**src/rtl/shift_deserializer_pkg.sv**
```systemverilog
// Shared definitions for the serial-in, parallel-out receiver.
// Holds the receive FSM state encoding, the default frame width and a
// helper that sizes the bit counter.
package shift_deserializer_pkg;

    localparam int DEFAULT_WIDTH = 8;

    typedef enum logic [1:0] {
        IDLE = 2'd0,
        DATA = 2'd1,
        STOP = 2'd2
    } state_e;

    // Counter must hold the value WIDTH, so size it for WIDTH+1 states.
    function automatic int cnt_width(input int width);
        return $clog2(width + 1);
    endfunction

endpackage

```
**src/rtl/shift_deserializer_if.sv**
```systemverilog
// Serial receive bus: line/strobe/direction and ack in, word plus status out.
// slave  : receiver side (samples sin/sen/msb_first/ack, drives q/valid/status).
// master : line driver / consumer side (the opposite directions).
interface shift_deserializer_if
    import shift_deserializer_pkg::*;
#(
    parameter int WIDTH = DEFAULT_WIDTH
);
    logic             sin;
    logic             sen;
    logic             msb_first;
    logic             ack;
    logic [WIDTH-1:0] q;
    logic             valid;
    logic             frame_err;
    logic             overrun;

    modport slave (
        input  sin,
        input  sen,
        input  msb_first,
        input  ack,
        output q,
        output valid,
        output frame_err,
        output overrun
    );

    modport master (
        output sin,
        output sen,
        output msb_first,
        output ack,
        input  q,
        input  valid,
        input  frame_err,
        input  overrun
    );
endinterface

```
**src/rtl/shift_deserializer_sipo_shift_reg.sv**
```systemverilog
// Bidirectional serial-in shift register, one bit per enabled cycle.
// Latency: sr reflects the shifted-in bit one clock after en=1.
// Backpressure: none; shifts whenever en is high.
// Ports: clk, rst (sync active-high), en (shift strobe), dir (1 = new bit
// enters at LSB so the first bit ends at MSB), sin (serial bit), sr (contents).
module sipo_shift_reg #(
    parameter int WIDTH = 8
) (
    input  logic             clk,
    input  logic             rst,
    input  logic             en,
    input  logic             dir,
    input  logic             sin,
    output logic [WIDTH-1:0] sr
);
    logic [WIDTH-1:0] sr_q;
    logic [WIDTH-1:0] sr_d;

    always_comb begin
        sr_d = sr_q;
        if (en) begin
            if (dir) begin
                sr_d = {sr_q[WIDTH-2:0], sin};
            end else begin
                sr_d = {sin, sr_q[WIDTH-1:1]};
            end
        end
    end

    always_ff @(posedge clk) begin
        if (rst) begin
            sr_q <= '0;
        end else begin
            sr_q <= sr_d;
        end
    end

    assign sr = sr_q;
endmodule

```
**src/rtl/shift_deserializer.sv**
```systemverilog
// Framed serial receiver: start bit, WIDTH data bits, stop bit -> parallel word.
// Latency: q/valid/frame_err/overrun update on the edge sampling the stop bit.
// Backpressure: none on the line; a good frame finding valid=1 and no ack is dropped with overrun.
// Ports: clk, rst (sync active-high); bus (slave modport) carries sin, sen,
// msb_first, ack in and q, valid, frame_err, overrun out.
module shift_deserializer
    import shift_deserializer_pkg::*;
#(
    parameter int WIDTH = DEFAULT_WIDTH
) (
    input  logic                clk,
    input  logic                rst,
    shift_deserializer_if.slave bus
);
    localparam int CNT_W = cnt_width(WIDTH);

    state_e           state_q, state_d;
    logic [CNT_W-1:0] cnt_q, cnt_d;
    logic             dir_q, dir_d;
    logic [WIDTH-1:0] hold_q, hold_d;
    logic             valid_q, valid_d;
    logic             frame_err_q, frame_err_d;
    logic             overrun_q, overrun_d;
    logic             shift_en;
    logic [WIDTH-1:0] sr;

    sipo_shift_reg #(
        .WIDTH (WIDTH)
    ) u_sr (
        .clk (clk),
        .rst (rst),
        .en  (shift_en),
        .dir (dir_q),
        .sin (bus.sin),
        .sr  (sr)
    );

    always_comb begin
        state_d     = state_q;
        cnt_d       = cnt_q;
        dir_d       = dir_q;
        hold_d      = hold_q;
        valid_d     = valid_q;
        frame_err_d = 1'b0;
        overrun_d   = 1'b0;
        shift_en    = 1'b0;

        // Consumer ack clears valid; a completion on the same edge below
        // overrides this by setting valid again.
        if (bus.ack && valid_q) begin
            valid_d = 1'b0;
        end

        unique case (state_q)
            IDLE: begin
                if (bus.sen && !bus.sin) begin
                    state_d = DATA;
                    dir_d   = bus.msb_first;
                    cnt_d   = '0;
                end
            end
            DATA: begin
                if (bus.sen) begin
                    shift_en = 1'b1;
                    cnt_d    = cnt_q + CNT_W'(1);
                    if (cnt_q == CNT_W'(WIDTH - 1)) begin
                        state_d = STOP;
                    end
                end
            end
            STOP: begin
                if (bus.sen) begin
                    state_d = IDLE;
                    if (bus.sin) begin
                        // sr already holds the last data bit here.
                        if (!valid_q || bus.ack) begin
                            hold_d  = sr;
                            valid_d = 1'b1;
                        end else begin
                            overrun_d = 1'b1;
                        end
                    end else begin
                        frame_err_d = 1'b1;
                    end
                end
            end
            default: begin
                state_d = IDLE;
            end
        endcase
    end

    always_ff @(posedge clk) begin
        if (rst) begin
            state_q     <= IDLE;
            cnt_q       <= '0;
            dir_q       <= 1'b0;
            hold_q      <= '0;
            valid_q     <= 1'b0;
            frame_err_q <= 1'b0;
            overrun_q   <= 1'b0;
        end else begin
            state_q     <= state_d;
            cnt_q       <= cnt_d;
            dir_q       <= dir_d;
            hold_q      <= hold_d;
            valid_q     <= valid_d;
            frame_err_q <= frame_err_d;
            overrun_q   <= overrun_d;
        end
    end

    assign bus.q         = hold_q;
    assign bus.valid     = valid_q;
    assign bus.frame_err = frame_err_q;
    assign bus.overrun   = overrun_q;
endmodule

```
**src/flat_wrapper.sv**
```systemverilog
// flat-port wrapper written by rule: the top's interface ports become plain ports
module shift_deserializer_flat import shift_deserializer_pkg::*;
#(
    parameter int WIDTH = DEFAULT_WIDTH
)
  (clk, rst, bus_sin, bus_sen, bus_msb_first, bus_ack, bus_q, bus_valid, bus_frame_err, bus_overrun);
  shift_deserializer_if #(.WIDTH(WIDTH)) bus_i ();
  input  logic clk;
  input  logic rst;
  input wire logic [$bits(bus_i.sin)-1:0] bus_sin;
  input wire logic [$bits(bus_i.sen)-1:0] bus_sen;
  input wire logic [$bits(bus_i.msb_first)-1:0] bus_msb_first;
  input wire logic [$bits(bus_i.ack)-1:0] bus_ack;
  output wire logic [$bits(bus_i.q)-1:0] bus_q;
  output wire logic [$bits(bus_i.valid)-1:0] bus_valid;
  output wire logic [$bits(bus_i.frame_err)-1:0] bus_frame_err;
  output wire logic [$bits(bus_i.overrun)-1:0] bus_overrun;
  assign bus_i.sin = bus_sin;
  assign bus_i.sen = bus_sen;
  assign bus_i.msb_first = bus_msb_first;
  assign bus_i.ack = bus_ack;
  assign bus_q = bus_i.q;
  assign bus_valid = bus_i.valid;
  assign bus_frame_err = bus_i.frame_err;
  assign bus_overrun = bus_i.overrun;
  shift_deserializer #(.WIDTH(WIDTH)) u_core (.clk(clk), .rst(rst), .bus(bus_i));
endmodule
```
**config.mk**
```make
export PLATFORM = sky130hd
export DESIGN_NAME = shift_deserializer_flat
export DESIGN_NICKNAME = d
export VERILOG_FILES = /design/src/rtl/shift_deserializer_pkg.sv /design/src/rtl/shift_deserializer_if.sv /design/src/rtl/shift_deserializer_sipo_shift_reg.sv /design/src/rtl/shift_deserializer.sv /design/src/flat_wrapper.sv
export SDC_FILE = /design/constraint.sdc
export NUM_CORES = 1
export LEC_CHECK = 0
export CAP_MARGIN = 20
export CORE_MARGIN = 1.5
export CORE_UTILIZATION = 47
export DETAILED_ROUTE_END_ITERATION = 6
export PLACE_DENSITY = 0.73
export SLEW_MARGIN = 20
export SYNTH_ARGS = -nofsm -noshare
export SYNTH_HDL_FRONTEND = slang
export SYNTH_SLANG_ARGS = --single-unit
```
**constraint.sdc**
```tcl
create_clock -name clk -period 1.5 [get_ports clk]
set_clock_uncertainty 0.2 [all_clocks]
set_input_delay 0.3 -clock clk [delete_from_list [all_inputs] [get_ports clk]]
set_output_delay 0.3 -clock clk [all_outputs]
set_load 0.02 [all_outputs]
```
-- Word-level counts from Yosys, hierarchy flattened
Cells that the tools add are included.
- register bits: 26
- input port bits: 6
- output and inout port bits: 11
- word-level logic and storage cells: 50
- $add $sub $neg: 1
- equal/unequal tests: 7
- muxes and demuxes: 18
- bitwise operators: 3
- reduce and logical (&&, ||, !) cells: 13
- operators with widths (cell ; count):
    $mux W1 ; 9
    $mux W2 ; 4
    $mux W4 ; 2
    $mux W8 ; 1
    $pmux W4 S2 ; 1
    $reduce_and A4 Y1 ; 2
    $pmux W2 S3 ; 1
    $add A4 B1 Y4 const B ; 1
    $eq A4 B3 Y1 const B ; 1
    $ne A2 B1 Y1 const B ; 2
    $ne A2 B2 Y1 const B ; 2
    $reduce_or A4 Y1 ; 1
    $not A1 Y1 ; 3
    $reduce_and A3 Y1 ; 1
    $reduce_or A3 Y1 ; 1
    $eq A2 B1 Y1 const B ; 1
    $eq A2 B2 Y1 const B ; 1
    $logic_and A1 B1 Y1 ; 2
    $logic_not A1 Y1 ; 2
    $logic_not A2 Y1 ; 1
    $reduce_and A2 Y1 ; 1
    $reduce_bool A2 Y1 ; 1
    $logic_or A1 B1 Y1 ; 1

-- Depth between registers and ports, before layout
- depth in word-level cells: 6
- mapped depth: 6

-- Modules after synthesis
A second synthesis with hierarchy kept.
- cells, all modules: 120
- area total of the unflattened synthesis: 1196.1 sq um
- by module, submodules not included (module ; times used ; cells each ; area an instance (sq um) ; sequential area each (sq um)):
    shift_deserializer ; 1 ; 84 ; 827.0 ; 360.3
    sipo_shift_reg ; 1 ; 36 ; 369.1 ; 160.2

-- Least setup slack after synthesis
OpenSTA, ideal clock, no wires.
- path kind: reg2reg
- from: register u_core.state_q[1]
- to: register u_core.cnt_q[0]
- arrival: 1.232 ns
- slack: -0.019 ns
- stages on the path, launching flop included: 6
- path buffers: 2
- clock period less this slack: 1.519 ns
- cell sequence: dfxtp_1 buf_4 and3b_1 buf_6 or4b_1 o31ai_1
- word-level cells in the longest chain between the ends: 3
- RTL lines (item ; line ; text):
    start: declaration ; shift_deserializer.sv:17 ; state_e state_q, state_d;
    start signal: assignment ; shift_deserializer.sv:103 ; state_q <= state_d;
    $eq A2 B1 Y1 or $logic_not A2 Y1 (tied branches) ; shift_deserializer.sv:54 ; unique case (state_q)
    $ne A2 B2 Y1 (no line), or another cell as far along ; - ;
    $reduce_and A3 Y1 (no line) ; - ;
    end signal: assignment ; shift_deserializer.sv:104 ; cnt_q <= cnt_d;
    end: declaration ; shift_deserializer.sv:18 ; logic [CNT_W-1:0] cnt_q, cnt_d;
Parallel ways exist; a longest one is shown, timed or not.
A chain may end at the register's enable or synchronous reset.

-- Final worst setup path
Ends and elaborated chain as after synthesis.

==> metrics.cfg <==
[status]
status = complete, no violations

[power]
cellLeakagePower_nw = 0.495
power_w = 0.00119
peakVddDrop_v = 0.000471
power_density_nw_per_um2 = 847

[route]
avgViaCountPerCell = 5.37
ant_nets = 0
wl_um = 2310
vias = 902
firstDrtPassIters = 4
drt_drc_violations_left = 0
drt_iter0_markers = 9
wl_per_cell_um = 13.8

[clock_tree]
cts_tree = done
clk_latency_ns = 0.31
cts_inserted_buffers = 3
clock_sinks = 26
htree_num_levels = 1
clkSlewWorstSetupHoldPaths_ns = 0.14
clockBufferDepth = 2
root_buffer = clkbuf_4
postCtsHoldBufs = 0

[logic_synthesis]
synth-main-ff-cell = dfxtp_1
ys_seq_area_frac = 0.453
async_reset_ff_frac = 0
synth_edf_count = 0
synthCells = 117
yosysWarnings = 0
synth_nets = 124
yosysUniqueCellTypes = 31
ys_seq_elements = 26
synth_area_um2 = 1150
syn_area_per_cell_um2 = 9.83

[worst_setup_path]
criticalPathCategory = reg2reg
crit-reg2reg-launch = u_core.state_q[1]
reg2reg_depth = 3
critical_path_arrival_ns = 1.50
crit_fanout = 5
cp-end-kind = flop
crit_path_start_kind = flop
cp_data_required_time_ns = 1.53
r2r-end = u_core.cnt_q[0]
rrSetupSlack_ns = 0.03

[die]
num_rows = 17
core_um2 = 2250
ios = 17
fp.dieH_um = 52.5
dieArea_um2 = 2750
die_w_um = 52.5
start_util = 0.510

[cells_and_area]
antennaDiodeCount = 0
mostFrequentLayoutCell = dfxtp_1
fin_nets = 148
final_cell_mix = 24 x dfxtp_1, 17 x mux2i_1, 17 x nand2b_1, 13 x nor2_1
area_growth_pct = 22.0
drive_above_1_share = 0.207
fin_area_um2 = 1400
final_util = 0.622

[timing]
setup_viol = 0
fin_crit_ns = 1.47
finalHoldViolations = 0
relSlewSlack = 0.794
tightest_slew_ns = 0.308
slew_viol_final = 0
fin_crit_sh = 0.983
clock.fmax_mhz = 678

[global_route]
antenna_found_initial = 0
grt_usage = 0.185
grt_start_max_net_pins = 26
grt_overflow = 0
grt_pass1_wl_um = 3750
grt_pass1_vias = 850

[min_path]
min_to = u_core.bus.frame_err
hp-start = bus_sen
hold_class = in2reg
holdPathStages = 3

[place]
hpwl_um = 1580
gp_congestion = 0.785
io_buffers = 16
dpl_cell_area_um2 = 1370

[job]
cap_violations = 0

## registers in the layout (all words and copies together), names as in the netlist
register and flops:
u_core.bus.q 8, u_core.u_sr.sr 8, u_core.cnt_q 4, u_core.state_q 2
u_core.bus.frame_err 1, u_core.bus.overrun 1, u_core.bus.valid 1, u_core.dir_q 1
## per-stage QoR
stage,cells,setup WS [ns],TNS [ns],hold WS [ns]
after global placement,163,-0.343,-6.62,0.256
after CTS,167,0.00719,0,0.244
after global routing,168,-0.0186,-0.0186,0.263
final,168,0.0251,0,0.249
after detailed placement,163,-0.418,-7.83,0.265
after floorplan,117,-0.0148,-0.0148,0.246
## cells by family (layout without fill, tap and decap cells)
family | count (synthesis) | count (layout) | synth area share
compound gates | 15 | 15 | 0.0892
xor+xnor | 1 | 1 | 0.00762
fa+ha+maj | 1 | 1 | 0.0109
buf+inv | 11 | 34 | 0.0500
flops | 26 | 26 | 0.453
mux | 17 | 17 | 0.148
simple gates | 46 | 46 | 0.242
## worst max-delay path: stages (launching register included)
cell	delay, ns
dfxtp_4	0.41
and3b_1	0.22
or4b_1	0.48
o31ai_1	0.09
## cell usage after synthesis (2+ instances only)
cell type / count / area share
nand3b_1: 2 / 0.013
clkbuf_1: 4 / 0.013
inv_1: 3 / 0.0098
dfxtp_1: 26 / 0.45
nor2_1: 13 / 0.042
nand4b_1: 3 / 0.023
a21oi_1: 2 / 0.0087
a211oi_1: 8 / 0.052
buf_4: 2 / 0.013
mux2i_1: 17 / 0.15
nand2b_1: 17 / 0.092
## power by group
part	switching (W)	internal, W	leakage, nW
Sequential	0.0000177	0.000705	0.212
Combinational	0.0000537	0.0000576	0.262
Clock	0.000206	0.000148	0.0210
Total	0.000278	0.000910	0.495
## timing repair
action / CTS / global route
buffers inserted: 0 / 1
hold endpoints to repair: 0 / 0
resized for setup: 24 / 19
gates cloned: 0 / 0
setup endpoints to repair: 26 / 24
pin swaps: 0 / 2
## per-layer routing
metal  GRT usage  part of all wire
met4      0.0812             0.011
met2       0.308              0.49
met5           0                 0
met3      0.0286             0.032
met1       0.233              0.46
## area by class of cell
| class | instances | area, um^2 |
|---|---|---|
| Timing Repair Buffer | 27 | 203 |
| Fill cell | 207 | 852 |
| Multi-Input combinational cell | 80 | 589 |
| Tap cell | 28 | 35.0 |
| Inverter | 3 | 11.3 |
| Sequential cell | 26 | 528 |
| Clock buffer | 4 | 36.3 |
## worst max-delay path by stage
stage	start	endpoint	slack (ns)	depth (start not counted)
floorplan	u_core.state_q[1]	u_core.cnt_q[0]	-0.01	5
global placement	bus_sen	u_core.cnt_q[0]	-0.34	4
detailed placement	bus_sen	u_core.dir_q	-0.42	4
CTS	u_core.bus.q[7]	bus_q[7]	0.007	1
global route	u_core.state_q[0]	u_core.cnt_q[0]	-0.02	3
finish	u_core.state_q[1]	u_core.cnt_q[0]	0.03	3
Note: power is estimated with default switching activity, not from simulation.
